`config.mk`:
```
export PLATFORM = sky130hd
export DESIGN_NAME = pht_predict_reader
export DESIGN_NICKNAME = d
export VERILOG_FILES = /design/src/rtl/pht_pkg.sv /design/src/rtl/sat_counter2.sv /design/src/rtl/pht_predict_reader.sv
export SDC_FILE = /design/constraint.sdc
export NUM_CORES = 1
export LEC_CHECK = 0
export ABC_CLOCK_PERIOD_IN_PS = 5300
export CORE_ASPECT_RATIO = 0.5
export CORE_MARGIN = 8
export CORE_UTILIZATION = 49
export DETAILED_ROUTE_END_ITERATION = 10
export GPL_TIMING_DRIVEN = 0
export PLACE_DENSITY = 0.66
export SYNTH_ARGS = -nofsm -noshare
export SYNTH_HDL_FRONTEND = slang
export SYNTH_HIERARCHICAL = 1
export SYNTH_SLANG_ARGS = --single-unit
```
`constraint.sdc`:
```
create_clock -name CLK -period 5.3 [get_ports CLK]
set_input_delay 1.06 -clock CLK [delete_from_list [all_inputs] [get_ports CLK]]
set_output_delay 1.06 -clock CLK [all_outputs]
set_load 0.02 [all_outputs]
```
`src/rtl/pht_pkg.sv`:
```
// Shared types and helpers for the pattern-history-table read/update path.
// Holds the 2-bit counter encodings and the saturating next-state rule.
package pht_pkg;

    localparam int ENTRIES = 16;
    localparam int IDX_W   = 4;
    localparam int CTR_W   = 2;

    typedef enum logic [CTR_W-1:0] {
        SNT = 2'b00,
        WNT = 2'b01,
        WT  = 2'b10,
        ST  = 2'b11
    } ctr_state_t;

    // Saturating step toward the resolved outcome: never wraps past SNT or ST.
    function automatic logic [CTR_W-1:0] sat_next(input logic [CTR_W-1:0] cur,
                                                  input logic             taken);
        logic [CTR_W-1:0] nxt;
        nxt = cur;
        if (taken) begin
            if (cur != ST) nxt = cur + 2'd1;
        end else begin
            if (cur != SNT) nxt = cur - 2'd1;
        end
        return nxt;
    endfunction

endpackage

```
`src/rtl/sat_counter2.sv`:
```
// One 2-bit saturating branch counter; steps toward 'taken' when inc_en is high.
module sat_counter2
    import pht_pkg::*;
#(
    parameter logic [CTR_W-1:0] INIT_STATE = WNT
) (
    input  logic             CLK,
    input  logic             RESET,
    input  logic             inc_en,
    input  logic             taken,
    output logic [CTR_W-1:0] state
);

    // NOTE: each counter is a real flop with its own reset, so the whole table
    // comes up in a known weakly-not-taken state rather than as uninitialised RAM.
    always_ff @(posedge CLK) begin
        if (RESET) begin
            state <= INIT_STATE;
        end else if (inc_en) begin
            state <= sat_next(state, taken);
        end
    end

endmodule

```
`src/rtl/pht_predict_reader.sv`:
```
// Pattern history table with a registered prediction read port and a mispredict counter.
// Define PHT_BYPASS_EN to forward a same-cycle, same-index update onto the read result.
module pht_predict_reader
    import pht_pkg::*;
#(
    parameter int               ENTRIES    = pht_pkg::ENTRIES,
    parameter logic [CTR_W-1:0] INIT_STATE = WNT,
    parameter int               MISS_W     = 16,
    localparam int              IDX_W      = $clog2(ENTRIES)
) (
    input  logic              CLK,
    input  logic              RESET,
    input  logic              ENABLE,
    input  logic [IDX_W-1:0]  column,
    input  logic              OUTCOME,
    input  logic              READ_EN,
    input  logic [IDX_W-1:0]  read_column,
    output logic              PREDICTION,
    output logic              PRED_VALID,
    output logic [CTR_W-1:0]  PRED_STATE,
    output logic [MISS_W-1:0] MISS_COUNT
);

    logic [ENTRIES-1:0] upd_en;
    logic [CTR_W-1:0]   ctr [ENTRIES];
    logic [CTR_W-1:0]   rd_val;
    logic               mispredict;

    // NOTE: default every always_comb output before any conditional write,
    // otherwise the untouched bits hold their value and become latches.
    always_comb begin
        upd_en = '0;
        if (ENABLE) upd_en[column] = 1'b1;
    end

    for (genvar i = 0; i < ENTRIES; i++) begin : g_ctr
        sat_counter2 #(.INIT_STATE(INIT_STATE)) u_ctr (
            .CLK    (CLK),
            .RESET  (RESET),
            .inc_en (upd_en[i]),
            .taken  (OUTCOME),
            .state  (ctr[i])
        );
    end

    assign mispredict = ENABLE && (ctr[column][CTR_W-1] != OUTCOME);

    always_comb begin
        rd_val = ctr[read_column];
`ifdef PHT_BYPASS_EN
        if (ENABLE && (column == read_column)) rd_val = sat_next(ctr[column], OUTCOME);
`endif
    end

    // NOTE: sequential state uses non-blocking assignments so every register
    // samples pre-edge values, which is what makes read-before-write hold.
    always_ff @(posedge CLK) begin
        if (RESET) begin
            PREDICTION <= 1'b0;
            PRED_VALID <= 1'b0;
            PRED_STATE <= '0;
            MISS_COUNT <= '0;
        end else begin
            PRED_VALID <= READ_EN;
            if (READ_EN) begin
                PRED_STATE <= rd_val;
                PREDICTION <= rd_val[CTR_W-1];
            end
            if (mispredict && (MISS_COUNT != '1)) MISS_COUNT <= MISS_COUNT + MISS_W'(1);
        end
    end

endmodule

```
==> impl_metrics.tcl, run 1 <==
set metrics [dict create \
    outcome "finished clean" \
    viasPerCell 6.09 \
    synth.area.top_cells "dfxtp_1 (32%), mux4_2 (11%), a211oi_2 (6.3%), nor3b_2 (6.3%), nor2_1 (5.6%)" \
    fp-row-count 20 \
    avgSynthCellArea_sq_um 9.20 \
    wirelength_um 7920 \
    n_antenna_cell 0 \
    start_kind "input pin" \
    grt_max_degree 50 \
    setup_violations 0 \
    worst_pin_slew_ns 0.782 \
    path_buf_inv 2 \
    cp_common_cell "mux4_2" \
    min_from "MISS_COUNT[6]" \
    syn_to_final_growth_pct 16.5 \
    io_buffers 26 \
    grt_use_total_pct 16.9 \
    grt_pass1_vias 2716 \
    max_cap_viol_count 0 \
    hold_depth 2 \
    reg2reg_to "MISS_COUNT[11]" \
    synth_async_sr_flop_share_pct 0 \
    skew_ns 0.00424 \
    clock_sink_count 51 \
    cp_data_arrival_time_ns 3.38 \
    drt-wirelength-per-cell_um 17.0 \
    synth_area_sq_um 3170 \
    finalHoldViolCount 0 \
    die_x_um 130 \
    ios 33 \
    reg2reg_depth 8 \
    slew_violations 0 \
    p_leak_uw 0.00123 \
    tns_ns 0 \
    syn_nets 358 \
    postCtsSetupBuffers 0 \
    final_core_util_pct 59.9 \
    fin_crit_sh_pct 59.4 \
    cts_tree "built" \
    slowest_delay_ns 0.55 \
    clkTransAtPathRegs_ns 0.07 \
    synth_common_cells "dfxtp_1 (51), nor2_1 (47), nand2_1 (23)" \
    required_ns 5.53 \
    ctsResizeCount 0 \
    critPathTopFamily "multiplexers" \
    start_util_pct 51.4 \
    synth-main-ff-cell "dfxtp_1" \
    hold_path_class "reg2reg" \
    rsz0062_at_grt "false" \
    slew-limit-headroom_pct 47.8 \
    r2r-start "MISS_COUNT[0]" \
    cts_hold_repair.buffers 0 \
    gp_congestion 0.851 \
    synth-seq-cells 51 \
    die-area_sq_um 9440 \
    vdd_drop_max_mv 0.166 \
    coreArea_sq_um 6160 \
    worst_setup_path_end_kind "register" \
    grt_overflow 0 \
    synth_cell_types 33 \
    cts_root_buf "clkbuf_16" \
    cts_buffers 5 \
    nets 392 \
    worstPathCellList "buf_4 -> mux4_2 -> mux4_2 -> xnor2_2 -> clkbuf_1 -> or4_1 -> a21oi_1" \
    vias 2844 \
    die_h_um 72.8 \
    fin_crit_ns 3.15 \
    fmax_ghz 0.317 \
    dp_hpwl_um 5660 \
    antenna_found_initial 0 \
    reg2reg_slack_ns 2.66 \
    insertion_delay_ns 0.29 \
    synth_warnings 6 \
    path_class "in2reg" \
    syn_inst 344 \
    ant_nets 0 \
    drc 0 \
    power_per_cell_area_nw_per_um2 256 \
    yosysTopAreaCellShare_pct 32.3 \
    grt_pass1_wl_um 12900 \
    slowest_stage "or4_1" \
    synth.most_common_cell "dfxtp_1" \
    clk_path_buf_depth 2 \
    whs_endpoint "MISS_COUNT[6]" \
    drt-pass1-iter-count 4 \
    worst-path-max-fanout 10 \
    drive_gt1_share_pct 21.6 \
    yosysSeqAreaShare_pct 32.3 \
    synth_edf_count 0 \
    synth_top_area_cell "dfxtp_1" \
    htreeDepth 2 \
    dr.first_iter.drc_count 268 \
]
[power by group]
part	total [uW]	switching, uW	internal (uW)
Combinational	179	89.1	90.3
Clock	317	142	174
Sequential	448	36.7	411
[how the worst max path moves through the flow]
stage / startpoint / endpoint / slack, ns / depth (start not counted)
floorplan: column[2] / MISS_COUNT[10] / 2.10 / 7
global placement: RESET / PRED_STATE[0] / 1.03 / 4
detailed placement: OUTCOME / MISS_COUNT[5] / 1.45 / 5
CTS: OUTCOME / MISS_COUNT[5] / 1.75 / 5
global route: column[3] / MISS_COUNT[10] / 2.04 / 7
finish: column[2] / MISS_COUNT[5] / 2.15 / 7
[cell families (layout without fill, tap and decap cells)]
kind of cell | count (synthesis) | count (layout) | synth area share, %
adders and majority gates | 1 | 1 | 0.395
buffers and inverters | 15 | 50 | 2.37
and+or+nand+nor | 163 | 163 | 29.8
DFF | 51 | 51 | 32.3
xor gates and xnor gates | 1 | 1 | 0.514
muxes | 18 | 18 | 11.8
AOI/OAI and AO/OA | 95 | 95 | 22.9
[through the flow]
step                      hold slack (ns)  setup WS, ns  std cells  area [sq um]  total power [uW]
after floorplan                     0.531          2.10        344          3170               573
after global placement              0.474          1.03        458          3540               625
after detailed placement            0.494          1.45        459          3550               635
after CTS                           0.503          1.75        467          3690               953
after global routing                0.536          2.04        467          3690               989
final                               0.501          2.15        467          3690               944
[tightest hold or removal path, cell delays in order, from the launching register on]
cell and delay (ns):
dfxtp_1 0.33, o31ai_1 0.07, a21oi_1 0.06
[routing by layer]
| metal | vias up | wire (um) | track usage, % | part of all wire, % |
|---|---|---|---|---|
| met5 | - | 0 | 0 | 0 |
| li1 | 1379 | - | - | - |
| met2 | 66 | 3790 | 27.9 | 48 |
| met4 | 0 | 82 | 7.02 | 1.0 |
| met1 | 1391 | 3520 | 20.3 | 45 |
| met3 | 8 | 522 | 5.03 | 6.6 |
[registers in the layout (all words and copies together), names as in the netlist]
name and flops:
g_ctr.u_ctr/state 32, PREDICTION 1, MISS_COUNT 16, PRED_STATE 1
PRED_VALID 1
[cell usage in the layout (no fill, tap or decap), types with 4 or more instances in the layout]
cell	netlist	routed
dfxtp_1	51	51
nor2_1	47	47
clkdlybuf4s50_1	0	24
nand2_1	23	23
nor3_1	21	21
nand2b_1	18	18
nor3b_2	16	16
a211oi_2	16	16
a21o_2	16	16
a22oi_1	16	16
o21ai_0	16	16
mux4_2	15	15
a21oi_1	15	15
o31ai_1	12	12
or4_1	12	12
clkbuf_1	10	11
nand3_1	5	5
nand4_1	5	5
clkbuf_16	0	5
o21ai_1	4	4
[cell type report]
type | count | area [sq um]
fill | 549 | 2470
inverter | 1 | 3.75
clock inverter | 2 | 12.5
multi-input combinational | 278 | 2070
clock buffer | 6 | 129
sequential | 51 | 1020
timing repair buffer | 27 | 270
tap | 88 | 110
buffer | 14 | 71.3
Power figures use the tool's default switching activity.
==> run 2, diff against run 1 <==
Settings changed: ABC_CLOCK_PERIOD_IN_PS 5300 to 3250.
Clock period 5.3 ns to 3.25 ns, I/O delays scaled along.
==> results of run 2 <==
The final DEF is identical to that of run 1. Status: finished clean.
Main changes from that run: setup slack after placement 1.45 ns -> -0.192 ns; setup slack after layout 2.15 ns -> 0.510 ns; register-to-register setup slack 2.66 ns -> 0.61 ns; total power 944 uW -> 1540 uW; worst IR drop on VDD 0.166 mV -> 0.271 mV
==> run 3, diff against run 2 <==
Settings changed: ABC_CLOCK_PERIOD_IN_PS 3250 to 2400, PLACE_DENSITY 0.66 to 0.69.
Clock period 3.25 ns to 2.4 ns, I/O delays scaled along.
==> impl_metrics.tcl, run 3 (synthesis gave the netlist of run 1 again) <==
set metrics [dict create \
    violations "setup timing" \
    start_kind "register" \
    drt-wirelength-per-cell_um 16.9 \
    p_leak_uw 0.00129 \
    grt_use_total_pct 17.1 \
    cts_buffers 5 \
    r2r-start "g_ctr[13].u_ctr/state[1]" \
    die-area_sq_um 9440 \
    cp_common_cell "mux4_2" \
    grt_pass1_wl_um 13200 \
    n_antenna_cell 0 \
    drive_gt1_share_pct 28.4 \
    largest_register "g_ctr.u_ctr/state" \
    hold_path_class "reg2reg" \
    power_per_cell_area_nw_per_um2 561 \
    insertion_delay_ns 0.29 \
    p_switching_uw 605 \
    cts_tree "built" \
    filler_cell_count 538 \
    setup_violations 1 \
    max_cap_viol_count 0 \
    p_sw_share_pct 28.1 \
    path_class "reg2reg" \
    final_cell_mix "nor2_1 (47), dfxtp_1 (42), clkdlybuf4s50_1 (24)" \
    critical_path.startpoint "g_ctr[13].u_ctr/state[1]" \
    die_x_um 130 \
    cts_root_buf "clkbuf_16" \
    drt-pass1-iter-count 5 \
    slew-limit-headroom_pct 38.1 \
    drc 0 \
    nets 394 \
    finalHoldViolCount 0 \
    slowest_delay_ns 0.54 \
    rsz0062_at_grt "true" \
    final_common_cell "nor2_1" \
    fin_crit_ns 2.42 \
    comb_power_share_pct 20.3 \
    largest_reg_flops 32 \
    io_buffers 26 \
    die_h_um 72.8 \
    fin_crit_sh_pct 101 \
    vdd_drop_max_mv 0.273 \
    ant_nets 0 \
    worst_pin_slew_ns 0.929 \
    slew_violations 0 \
    syn_to_final_growth_pct 20.9 \
    setup_ws_ns -0.0180 \
    min_from "MISS_COUNT[6]" \
    place_ws_ns -0.710 \
    cp_data_arrival_time_ns 2.65 \
    grt_max_degree 50 \
    worstPathCellList "mux4_2 -> mux4_2 -> xnor2_4 -> buf_8 -> or4_4 -> a21oi_2" \
    gp_congestion 0.788 \
    grt_overflow 0 \
    clock_sink_count 51 \
    viasPerCell 6.15 \
    hold_ws_ns 0.504 \
    antenna_found_initial 0 \
    dr.first_iter.drc_count 214 \
    worst_setup_path_end_kind "register" \
    p_int_uw 1540 \
    grt_pass1_vias 2795 \
    coreArea_sq_um 6160 \
    worst-path-max-fanout 5 \
    skew_ns 0.00665 \
    sequentialPowerShare_pct 46.2 \
    wirelength_um 7930 \
    fp-row-count 20 \
    p_clk_share_pct 33.5 \
    vias 2879 \
    slowest_stage "mux4_2" \
    dp_hpwl_um 5570 \
    required_ns 2.63 \
    clkTransAtPathRegs_ns 0.07 \
    htreeDepth 2 \
    start_util_pct 51.4 \
    outcome "finished, violations left" \
    clk_path_buf_depth 2 \
    fmax_ghz 0.414 \
    reg_top3 "g_ctr.u_ctr/state x32, MISS_COUNT x16" \
    cts_hold_repair.buffers 0 \
    ios 33 \
]
-- run 3: cell types whose count changed in the layout (fill, tap and decap cells not counted), sizes merged --
cell	before	now
clkdlybuf4s15	0	1
clkinvlp	1	0
buf	7	8
-- run 3: cell type report --
type | count | area, sq um | share of cell area, %
Clock inverter | 1 | 5.00 | 0.131
Sequential cell | 51 | 1030 | 27.0
Timing Repair Buffer | 29 | 292 | 7.61
Buffer | 14 | 100 | 2.61
Inverter | 1 | 3.75 | 0.0980
Clock buffer | 6 | 139 | 3.63
Tap cell | 88 | 110 | 2.88
Multi-Input combinational cell | 278 | 2150 | 56.1
-- run 3: worst paths after layout --
| check | cells after the start | slack, ns | endpoint |
|---|---|---|---|
| setup / recovery | 6 | -0.02 | MISS_COUNT[2] |
| hold / removal | 2 | 0.50 | MISS_COUNT[6] |
| setup reg to reg | 6 | -0.02 | MISS_COUNT[2] |
| hold reg to reg | 2 | 0.50 | MISS_COUNT[6] |
-- run 3: per-stage QoR --
stage	cells	TNS, ns	util, %	power, uW	cell area, sq um
2_1_floorplan	344	-0.523	-	1270	3190
3_3_place_gp	458	-38.66	57.9	1390	3560
3_5_place_dp	459	-16.00	58.1	1410	3580
4_1_cts	467	-0.0135	61.2	2140	3760
5_1_grt	468	-0.575	62.2	2240	3830
6_report	468	-0.0180	62.2	2150	3830
-- run 3: critical path, delay by kind of cell (launching register included) --
family                    cells  cell delay [ns]
AOI/OAI and AO/OA             1             0.13
DFF                           1             0.35
and+or+nand+nor               1             0.48
buffers and inverters         1             0.18
xor gates and xnor gates      1             0.20
muxes                         2             1.01
-- run 3: what timing repair did --
action,4_1_cts,5_1_grt
setup buffers,0,1
gates resized for setup,16,16
endpoints found under the setup margin,16,12
cloned,1,0
pin swaps,1,2
-- run 3: layer usage --
layer / vias to the layer above / wire length [um] / track usage [%]
li1: 1381 / - / -
met2: 98 / 3860 / 29.6
met4: 0 / 82 / 5.36
met3: 10 / 500 / 3.72
met1: 1390 / 3490 / 21.0
met5: - / 0 / 0
-- run 3: power by group through the flow --
stage	registers [uW]	logic [uW]	clock network, uW
after floorplan	987	287	0
after global placement	999	387	0
after detailed placement	1000	405	0
after CTS	988	423	733
after global routing	1000	471	767
final	992	437	720
